--- src/rtl/pipe_stall_ctrl_pkg.sv ---
// Shared types for the LC-3b pipeline stall controller.
package pipe_stall_ctrl_pkg;

  typedef logic [15:0] lc3b_word;

  typedef enum logic [1:0] {
    CTL_RUN,
    CTL_DSTALL,
    CTL_ISTALL
  } ctl_state_t;

  localparam lc3b_word NOP_IR = 16'h0000;

endpackage

--- src/rtl/pipe_stall_ctrl_if.sv ---
// Hazard-detector / memory handshake bundle and pipeline-register controls.
interface pipe_stall_ctrl_if;
  logic gen_bubble;
  logic squash_ID;
  logic imem_resp;
  logic dmem_req;
  logic dmem_resp;
  logic load_pc;
  logic load_if_id;
  logic nop_if_id;
  logic load_id_ex;
  logic nop_id_ex;
  logic load_ex_mem;
  logic load_mem_wb;
  logic nop_mem_wb;

  // master: hazard detector and memory side; slave: the stall controller
  modport master (
    output gen_bubble, squash_ID, imem_resp, dmem_req, dmem_resp,
    input  load_pc, load_if_id, nop_if_id, load_id_ex, nop_id_ex,
           load_ex_mem, load_mem_wb, nop_mem_wb
  );

  modport slave (
    input  gen_bubble, squash_ID, imem_resp, dmem_req, dmem_resp,
    output load_pc, load_if_id, nop_if_id, load_id_ex, nop_id_ex,
           load_ex_mem, load_mem_wb, nop_mem_wb
  );
endinterface

--- src/rtl/pipe_stall_ctrl_sat_counter.sv ---
// Saturating up-counter; holds at all-ones instead of wrapping.
module sat_counter #(
  parameter int unsigned width = 16
) (
  input  logic             clk,
  input  logic             reset,
  input  logic             inc,
  output logic [width-1:0] count
);

  logic [width-1:0] count_d;

  always_comb begin
    count_d = count;
    if (inc && (count != {width{1'b1}})) begin
      count_d = count + 1'b1;
    end
  end

  always_ff @(posedge clk or posedge reset) begin
    if (reset) begin
      count <= '0;
    end else begin
      count <= count_d;
    end
  end

endmodule

--- src/rtl/pipe_stall_ctrl.sv ---
// Pipeline stall/bubble/squash controller for the 5-stage LC-3b, with stall and bubble counters.
module pipe_stall_ctrl
  import pipe_stall_ctrl_pkg::*;
#(
  parameter int unsigned CNT_W = 16
) (
  input  logic             clk,
  input  logic             reset,
  pipe_stall_ctrl_if.slave ctl,
  output logic [CNT_W-1:0] stall_cnt,
  output logic [CNT_W-1:0] bubble_cnt
);

  ctl_state_t state_q, state_d;
  logic       pend_squash_q, pend_squash_d;
  logic       d_stall, i_stall, squash;
  logic       load_pc, load_if_id, nop_if_id, load_id_ex, nop_id_ex;
  logic       load_ex_mem, load_mem_wb, nop_mem_wb;
  logic       stall_inc, bubble_inc;

  always_comb begin
    // Once in DSTALL the MEM instruction is held, so only the response matters.
    if (state_q == CTL_DSTALL) begin
      d_stall = !ctl.dmem_resp;
    end else begin
      d_stall = ctl.dmem_req && !ctl.dmem_resp;
    end
    i_stall = !d_stall && !ctl.imem_resp;
    squash  = ctl.squash_ID || pend_squash_q;

    state_d = state_q;
    case (state_q)
      CTL_RUN: begin
        if (d_stall) begin
          state_d = CTL_DSTALL;
        end else if (i_stall) begin
          state_d = CTL_ISTALL;
        end
      end
      CTL_DSTALL: begin
        if (ctl.dmem_resp) begin
          state_d = CTL_RUN;
        end
      end
      CTL_ISTALL: begin
        if (d_stall) begin
          state_d = CTL_DSTALL;
        end else if (ctl.imem_resp) begin
          state_d = CTL_RUN;
        end
      end
      default: state_d = CTL_RUN;
    endcase

    pend_squash_d = d_stall && squash;

    load_pc     = 1'b0;
    load_if_id  = 1'b0;
    nop_if_id   = 1'b0;
    load_id_ex  = 1'b0;
    nop_id_ex   = 1'b0;
    load_ex_mem = 1'b0;
    load_mem_wb = 1'b0;
    nop_mem_wb  = 1'b0;
    stall_inc   = 1'b0;
    if (reset) begin
      stall_inc = 1'b0;
    end else if (d_stall) begin
      load_mem_wb = 1'b1;
      nop_mem_wb  = 1'b1;
      stall_inc   = 1'b1;
    end else if (i_stall) begin
      load_if_id  = 1'b1;
      nop_if_id   = 1'b1;
      load_id_ex  = 1'b1;
      load_ex_mem = 1'b1;
      load_mem_wb = 1'b1;
      stall_inc   = 1'b1;
    end else begin
      load_pc     = 1'b1;
      load_if_id  = 1'b1;
      load_id_ex  = 1'b1;
      load_ex_mem = 1'b1;
      load_mem_wb = 1'b1;
      nop_id_ex   = ctl.gen_bubble;
      // A squash replaces IF/ID anyway, so the bubble need not hold PC or IF/ID.
      if (ctl.gen_bubble && !squash) begin
        load_pc    = 1'b0;
        load_if_id = 1'b0;
      end
      nop_if_id = squash;
    end
    bubble_inc = nop_id_ex;
  end

  always_ff @(posedge clk or posedge reset) begin
    if (reset) begin
      state_q       <= CTL_RUN;
      pend_squash_q <= 1'b0;
    end else begin
      state_q       <= state_d;
      pend_squash_q <= pend_squash_d;
    end
  end

  assign ctl.load_pc     = load_pc;
  assign ctl.load_if_id  = load_if_id;
  assign ctl.nop_if_id   = nop_if_id;
  assign ctl.load_id_ex  = load_id_ex;
  assign ctl.nop_id_ex   = nop_id_ex;
  assign ctl.load_ex_mem = load_ex_mem;
  assign ctl.load_mem_wb = load_mem_wb;
  assign ctl.nop_mem_wb  = nop_mem_wb;

  sat_counter #(
    .width(CNT_W)
  ) u_stall_cnt (
    .clk  (clk),
    .reset(reset),
    .inc  (stall_inc),
    .count(stall_cnt)
  );

  sat_counter #(
    .width(CNT_W)
  ) u_bubble_cnt (
    .clk  (clk),
    .reset(reset),
    .inc  (bubble_inc),
    .count(bubble_cnt)
  );

endmodule

--- src/flat_wrapper.sv ---
// flat-port wrapper written by rule: the top's interface ports become plain ports
module pipe_stall_ctrl_flat import pipe_stall_ctrl_pkg::*;
#(
  parameter int unsigned CNT_W = 16
)
  (clk, reset, stall_cnt, bubble_cnt, ctl_gen_bubble, ctl_squash_ID, ctl_imem_resp, ctl_dmem_req, ctl_dmem_resp, ctl_load_pc, ctl_load_if_id, ctl_nop_if_id, ctl_load_id_ex, ctl_nop_id_ex, ctl_load_ex_mem, ctl_load_mem_wb, ctl_nop_mem_wb);
  pipe_stall_ctrl_if ctl_i ();
  input  logic clk;
  input  logic reset;
  output logic [CNT_W-1:0] stall_cnt;
  output logic [CNT_W-1:0] bubble_cnt;
  input wire logic [$bits(ctl_i.gen_bubble)-1:0] ctl_gen_bubble;
  input wire logic [$bits(ctl_i.squash_ID)-1:0] ctl_squash_ID;
  input wire logic [$bits(ctl_i.imem_resp)-1:0] ctl_imem_resp;
  input wire logic [$bits(ctl_i.dmem_req)-1:0] ctl_dmem_req;
  input wire logic [$bits(ctl_i.dmem_resp)-1:0] ctl_dmem_resp;
  output wire logic [$bits(ctl_i.load_pc)-1:0] ctl_load_pc;
  output wire logic [$bits(ctl_i.load_if_id)-1:0] ctl_load_if_id;
  output wire logic [$bits(ctl_i.nop_if_id)-1:0] ctl_nop_if_id;
  output wire logic [$bits(ctl_i.load_id_ex)-1:0] ctl_load_id_ex;
  output wire logic [$bits(ctl_i.nop_id_ex)-1:0] ctl_nop_id_ex;
  output wire logic [$bits(ctl_i.load_ex_mem)-1:0] ctl_load_ex_mem;
  output wire logic [$bits(ctl_i.load_mem_wb)-1:0] ctl_load_mem_wb;
  output wire logic [$bits(ctl_i.nop_mem_wb)-1:0] ctl_nop_mem_wb;
  assign ctl_i.gen_bubble = ctl_gen_bubble;
  assign ctl_i.squash_ID = ctl_squash_ID;
  assign ctl_i.imem_resp = ctl_imem_resp;
  assign ctl_i.dmem_req = ctl_dmem_req;
  assign ctl_i.dmem_resp = ctl_dmem_resp;
  assign ctl_load_pc = ctl_i.load_pc;
  assign ctl_load_if_id = ctl_i.load_if_id;
  assign ctl_nop_if_id = ctl_i.nop_if_id;
  assign ctl_load_id_ex = ctl_i.load_id_ex;
  assign ctl_nop_id_ex = ctl_i.nop_id_ex;
  assign ctl_load_ex_mem = ctl_i.load_ex_mem;
  assign ctl_load_mem_wb = ctl_i.load_mem_wb;
  assign ctl_nop_mem_wb = ctl_i.nop_mem_wb;
  pipe_stall_ctrl #(.CNT_W(CNT_W)) u_core (.clk(clk), .reset(reset), .ctl(ctl_i), .stall_cnt(stall_cnt), .bubble_cnt(bubble_cnt));
endmodule
--- config.mk ---
export PLATFORM = sky130hd
export DESIGN_NAME = pipe_stall_ctrl_flat
export DESIGN_NICKNAME = d
export VERILOG_FILES = /design/src/rtl/pipe_stall_ctrl_pkg.sv /design/src/rtl/pipe_stall_ctrl_if.sv /design/src/rtl/pipe_stall_ctrl_sat_counter.sv /design/src/rtl/pipe_stall_ctrl.sv /design/src/flat_wrapper.sv
export SDC_FILE = /design/constraint.sdc
export NUM_CORES = 1
export LEC_CHECK = 0
export BUFFER_PORTS_ARGS = -buffer_cell sky130_fd_sc_hd__buf_4
export CAP_MARGIN = 20
export CORE_MARGIN = 3
export CORE_UTILIZATION = 52
export DETAILED_ROUTE_END_ITERATION = 10
export GPL_ROUTABILITY_DRIVEN = 1
export PLACE_DENSITY_LB_ADDON = 0.05
export SYNTH_ARGS = -nofsm -noshare
export SYNTH_HDL_FRONTEND = slang
export SYNTH_SLANG_ARGS = --single-unit
--- constraint.sdc ---
create_clock -name clk -period 2.7 [get_ports clk]
set_clock_uncertainty 0.2 [all_clocks]
set_input_delay 0.54 -clock clk [delete_from_list [all_inputs] [get_ports clk]]
set_output_delay 0.54 -clock clk [all_outputs]
set_load 0.005 [all_outputs]
==> results.txt, run 1 <==
Status = finished, final reports clean
Setup CP Type = reg -> out
Clk slew on worst S/H paths = 0.11 ns
Root Driver = clkbuf_4
Most frequent cells in the layout = buf_4, dfrtp_1, xnor2_1, nor2_1, nand2_1
Post-layout nets = 228
Worst r2r src = u_core.u_stall_cnt.count[0]
Ports = 47
Required time of the critical path = 1.96 ns
Largest net degree at the start of global routing = 36
Crit-path max FO = 6
Number of global-route vias before repair = 1,398
Peak VDD IR = 0.000473 V
Slew Viols, Final = 0
# rows = 20
Post-layout min period = 2.36 ns
Total power = 1.39 mW
Finished Core Util = 0.700
Leakage power = 1.04 nW
Iter 0 DRT Violations = 92
Final setup fails = 0
Worst Setup End Kind = primary output
Final ANT Viol Nets = 0
First-pass GRT wire length = 6450 um
Antenna cell count = 0
Post-CTS Hold Fix Bufs = 0
DIE HEIGHT = 64.7 um
Post-synth EDFFs = 0
Most common cell after layout, fill and taps aside = buf_4
Area grow syn2layout = 24.2%
CTS buffer count = 5
Core Area = 3180 um2
DPL Wire Length = 2740 um
Syn_nets = 177
Pre-antenna DRT Iters = 4
Port bufs = 46
Unrepaired setup endpoints after global routing = no
CTS tree = yes
Initial antenna violation count = 0
Detailed-route wire length per cell = 14.0 um
CP Data Arrival Time = 1.62 ns
Fin Setup TNS = 0 ns
Die Area = 4180 um2
Setup crit start = u_core.state_q[1]
Post-synth ARST share = 1.00
DRT Wirelength = 3710 um
Worst-margin pin slew = 0.608 ns
Synthesis warning total = 0
Syn Std Cell Area = 1790 um2
Max-cap violation count = 0
Finished Layout Cells = 264
Avg Inst Size Synth = 10.7 um2
Vias = 1,480
Die Width = 64.7 um
DP Cell Count = 256
H-tree depth = 2
CTS resizes = 0
Achievable frequency = 425 MHz
Fill count = 268
Worst-Skew Late Latency = 0.34 ns
GPL Wtd Cong = 0.860
Vias/cell = 5.61
Layout cells sized above 1 = 0.300
Starting Density = 0.563
Pwr dens = 624 nW/um2
Post-CTS Setup Bufs = 0
Mapped Cells = 168
Startpoint type of the worst setup path = register
Synth Register Bits = 35
Slew headroom = 0.592
Overflow after GRT = 0
Top_reg_cell synth = dfrtp_1
Hold Crit Class = in -> async
CTS Sinks = 35
CTS max path bufs = 2
Remaining DRCs = 0
Gr usage total = 0.196
Distinct cells, synth = 37
Hold Fails Final Rpt = 0
Sequential-to-total area share from yosys stat = 0.489
Period utilization = 0.872
final timing paths:
path | slack (ns) | endpoint | depth (start not counted)
hold / removal | 0.15 | u_core.u_stall_cnt.count[15] | 3
setup / recovery | 0.34 | ctl_load_pc | 6
setup reg to reg | 0.47 | u_core.u_stall_cnt.count[1] | 5
hold reg to reg | 0.29 | u_core.u_bubble_cnt.count[9] | 1
min in group clk | 0.17 | u_core.state_q[0] | 2
max in group asynchronous | 1.83 | u_core.u_stall_cnt.count[6] | 3
worst max-delay path: stages (launching register included):
cell and delay, ns:
dfrtp_1 0.41, nand2b_1 0.21, a21oi_4 0.25, inv_1 0.13, nand2_1 0.09, a21oi_1 0.05, buf_4 0.14
flip-flops by register name, summed over array words and instances, names as in the netlist:
register	flops
u_core.pend_squash_q	1
u_core.u_stall_cnt.count	16
u_core.state_q	2
u_core.u_bubble_cnt.count	16
layer usage:
layer	vias to the layer above	routed length [um]	global-route usage
li1	712	-	-
met1	704	1730	0.265
met2	57	1660	0.305
met3	7	260	0.0589
met4	0	57	0.0554
met5	-	0	0
report_power, final:
part           leakage, nW  total, mW  switching, mW  internal [mW]
combinational        0.551      0.377          0.160          0.217
clock               0.0293      0.279          0.177          0.102
sequential           0.464      0.733          0.123          0.610
total                 1.04       1.39          0.461          0.929
cells by family (layout without fill, tap and decap cells):
kind of cell | count (synthesis) | after routing | synth area share
AOI/OAI and AO/OA | 24 | 24 | 0.103
DFF | 35 | 35 | 0.489
muxes | 5 | 5 | 0.0335
and+or+nand+nor | 71 | 71 | 0.229
buffers and inverters | 10 | 62 | 0.0280
xor gates and xnor gates | 21 | 21 | 0.103
adders and majority gates | 2 | 2 | 0.0140
Yosys cell counts (2+ instances only):
master / count / area, um2
nand2b_1: 3 / 18.8
nand3_2: 2 / 20.0
nand3_1: 10 / 50.1
dfrtp_1: 35 / 876
xor2_1: 5 / 43.8
and3_1: 8 / 50.1
and4_1: 3 / 26.3
a211oi_1: 2 / 15.0
o21ai_0: 3 / 15.0
nor3_1: 2 / 10.0
mux2_2: 4 / 45.0
a21oi_1: 6 / 30.0
ha_1: 2 / 25.0
nand4_1: 10 / 62.6
nor2b_1: 3 / 18.8
o22a_1: 2 / 17.5
xnor2_1: 16 / 140
nor2_1: 13 / 48.8
nand2_1: 12 / 45.0
a31oi_1: 4 / 25.0
inv_1: 7 / 26.3
metrics by stage:
step | cell area, um2 | hold slack (ns) | setup WS, ns
final | 2220 | 0.152 | 0.345
after global routing | 2220 | 0.162 | 0.261
after CTS | 2220 | 0.157 | 0.351
after detailed placement | 2170 | 0.279 | 0.476
after global placement | 2170 | 0.247 | 0.495
after floorplan | 1790 | 0.233 | 0.611
area by class of cell:
cell class | count | area [um2] | share of cell area
clock buffer | 7 | 45.0 | 0.0202
clock inverter | 1 | 5.00 | 0.00225
inverter | 7 | 26.3 | 0.0118
multi-input combinational | 123 | 865 | 0.389
sequential | 35 | 876 | 0.394
tap | 44 | 55.1 | 0.0247
timing repair buffer | 47 | 353 | 0.159
Note: power is estimated with default switching activity, not from simulation.
==> run 2: changes to the inputs <==
--- a/config.mk
+++ b/config.mk
@@ -11,7 +11,7 @@
 export CORE_UTILIZATION = 52
 export DETAILED_ROUTE_END_ITERATION = 10
 export GPL_ROUTABILITY_DRIVEN = 1
-export PLACE_DENSITY_LB_ADDON = 0.05
+export PLACE_DENSITY = 0.79
 export SYNTH_ARGS = -nofsm -noshare
 export SYNTH_HDL_FRONTEND = slang
 export SYNTH_SLANG_ARGS = --single-unit
==> run 2 against run 1 <==
Net effect:
- flip-flop and latch count did not move
- worst setup slack improved by 0.031 ns
- total power rose by 0.34%
- register-to-register slack barely moved
- fmax rose by 1.3%
- sequential power rose by 0.8%
- largest power group unchanged
==> results.txt, run 2 (synthesis gave the netlist of run 1 again) <==
First-pass GRT wire length = 6620 um (was 6450 um)
Setup CP Type = reg -> out (unchanged)
Gr usage total = 0.206 (was 0.196)
Initial antenna violation count = 0 (unchanged)
CP Data Arrival Time = 1.58 ns (was 1.62 ns)
Slowest Stage Delay on Critical Path = 0.39 ns (was 0.41 ns)
Sw power = 0.467 mW (was 0.461 mW)
Most frequent cells in the layout = buf_4, dfrtp_1, xnor2_1, nor2_1, nand2_1 (unchanged)
DP Cell Count = 256 (unchanged)
Worst-Skew Late Latency = 0.34 ns (about the same)
Hold Fails Final Rpt = 0 (unchanged)
DIE HEIGHT = 64.7 um (unchanged)
Crit-path max FO = 6 (unchanged)
Slowest-stage cell, CP = dfrtp_1 (unchanged)
Post-CTS Hold Fix Bufs = 0 (unchanged)
Post-layout nets = 228 (unchanged)
CP Cell Sequence = nand2b_1, a21oi_4, inv_1, nand2_1, a21oi_1, buf_4 (unchanged)
Largest registers = u_core.u_bubble_cnt.count (16), u_core.u_stall_cnt.count (16), u_core.state_q (2) (unchanged)
Hold Crit Class = in -> async (unchanged)
Finished Layout Cells = 264 (unchanged)
Die Area = 4180 um2 (unchanged)
Crit-path leading delay family = flip-flops (unchanged)
Achievable frequency = 430 MHz (was 425 MHz)
Final setup fails = 0 (unchanged)
# rows = 20 (unchanged)
Sw Ratio = 0.335 (was 0.332)
Ports = 47 (unchanged)
Peak VDD IR = 0.000359 V (was 0.000473 V)
Startpoint type of the worst setup path = register (unchanged)
Combinational Power Share = 0.273 (was 0.272)
Pwr dens = 627 nW/um2 (was 624 nW/um2)
Post-CTS Setup Bufs = 0 (unchanged)
Fin Setup TNS = 0 ns (unchanged)
CP Buf/Inv Count = 2 (unchanged)
Internal power = 0.927 mW (was 0.929 mW)
Clk slew on worst S/H paths = 0.11 ns (about the same)
Layout cells sized above 1 = 0.300 (unchanged)
Worst-margin pin slew = 0.692 ns (was 0.608 ns)
GPL Wtd Cong = 0.812 (was 0.860)
Worst r2r src = u_core.u_stall_cnt.count[0] (unchanged)
CTS Sinks = 35 (unchanged)
Port bufs = 46 (unchanged)
Unrepaired setup endpoints after global routing = no (unchanged)
Slew headroom = 0.535 (was 0.592)
Leakage power = 1.04 nW (unchanged)
Period utilization = 0.861 (was 0.872)
Area grow syn2layout = 24.2% (unchanged)
Worst Setup End Kind = primary output (unchanged)
CTS buffer count = 5 (unchanged)
Overflow after GRT = 0 (unchanged)
Clock power frac = 0.197 (was 0.201)
CTS max path bufs = 2 (unchanged)
Status = finished, final reports clean (unchanged)
R2R Setup Slk = 0.47 ns (about the same)
CTS tree = yes (unchanged)
Die Width = 64.7 um (unchanged)
Detailed-route wire length per cell = 14.8 um (was 14.0 um)
Reg power frac = 0.530 (was 0.528)
Root Driver = clkbuf_4 (unchanged)
Remaining DRCs = 0 (unchanged)
Antenna cell count = 0 (unchanged)
Required time of the critical path = 1.96 ns (about the same)
Core Area = 3180 um2 (unchanged)
Iter 0 DRT Violations = 99 (was 92)
Vias/cell = 5.61 (about the same)
Largest net degree at the start of global routing = 36 (unchanged)
H-tree depth = 2 (unchanged)
Starting Density = 0.563 (unchanged)
Vias = 1,481 (was 1,480)
Max-cap violation count = 0 (unchanged)
Pre-antenna DRT Iters = 4 (unchanged)
DRT Wirelength = 3900 um (was 3710 um)
Most common cell after layout, fill and taps aside = buf_4 (unchanged)
DPL Wire Length = 2900 um (was 2740 um)
Slew Viols, Final = 0 (unchanged)
Final ANT Viol Nets = 0 (unchanged)
Post-layout min period = 2.32 ns (was 2.36 ns)
CTS resizes = 0 (unchanged)
Worst r2r dst = u_core.u_stall_cnt.count[1] (unchanged)
Worst r2r path cells = 5 (unchanged)
Number of global-route vias before repair = 1,399 (was 1,398)
-- run 2: cell counts in the layout (fill, tap and decap cells not counted) --
No cell type changed its count.
-- run 2: cell type report --
type,instances,area (um2)
flip-flops and latches,35,876
fillers,247,953
clock buffers,7,45.0
well taps,44,55.1
inverters,7,26.3
clock inverters,1,5.00
multi-input cells,123,865
repair buffers,47,353
-- run 2: worst max path at each step --
stage / startpoint / endpoint / slack, ns / cells after the start
global placement: ctl_dmem_req / u_core.u_stall_cnt.count[1] / 0.49 / 5
global route: u_core.state_q[1] / ctl_load_pc / 0.28 / 6
floorplan: u_core.u_stall_cnt.count[0] / u_core.u_stall_cnt.count[1] / 0.61 / 5
detailed placement: ctl_dmem_req / u_core.u_stall_cnt.count[1] / 0.43 / 5
CTS: u_core.state_q[1] / ctl_load_pc / 0.37 / 6
finish: u_core.state_q[1] / ctl_load_pc / 0.38 / 6
-- run 2: power by group through the flow --
stage               registers, mW  logic, mW  clock network, mW
finish                      0.739      0.380              0.275
CTS                         0.737      0.387              0.280
global placement            0.739      0.371                  0
detailed placement          0.747      0.384                  0
floorplan                   0.726      0.190                  0
global route                0.757      0.419              0.311
-- run 2: worst reg2reg max path, delay by kind of cell, from the launching register on --
kind,cells,cell delay [ns]
fa+ha+maj,1,0.25
flops,1,0.46
mux,1,0.32
compound gates,1,0.24
simple gates,2,0.67
-- run 2: per-stage QoR --
stage / utilization / cell area, um2 / hold slack, ns / worst slack (ns) / power [mW]
after floorplan: - / 1790 / 0.233 / 0.611 / 0.917
after global placement: 0.684 / 2170 / 0.260 / 0.495 / 1.11
after detailed placement: 0.684 / 2170 / 0.266 / 0.430 / 1.13
after CTS: 0.700 / 2220 / 0.146 / 0.366 / 1.40
after global routing: 0.700 / 2220 / 0.144 / 0.280 / 1.49
final: 0.700 / 2220 / 0.149 / 0.376 / 1.39
-- run 2: metal layers --
metal | GRT usage | part of all wire
met5 | 0 | 0
met4 | 0.0739 | 0.013
met3 | 0.0607 | 0.063
met2 | 0.345 | 0.49
met1 | 0.251 | 0.43
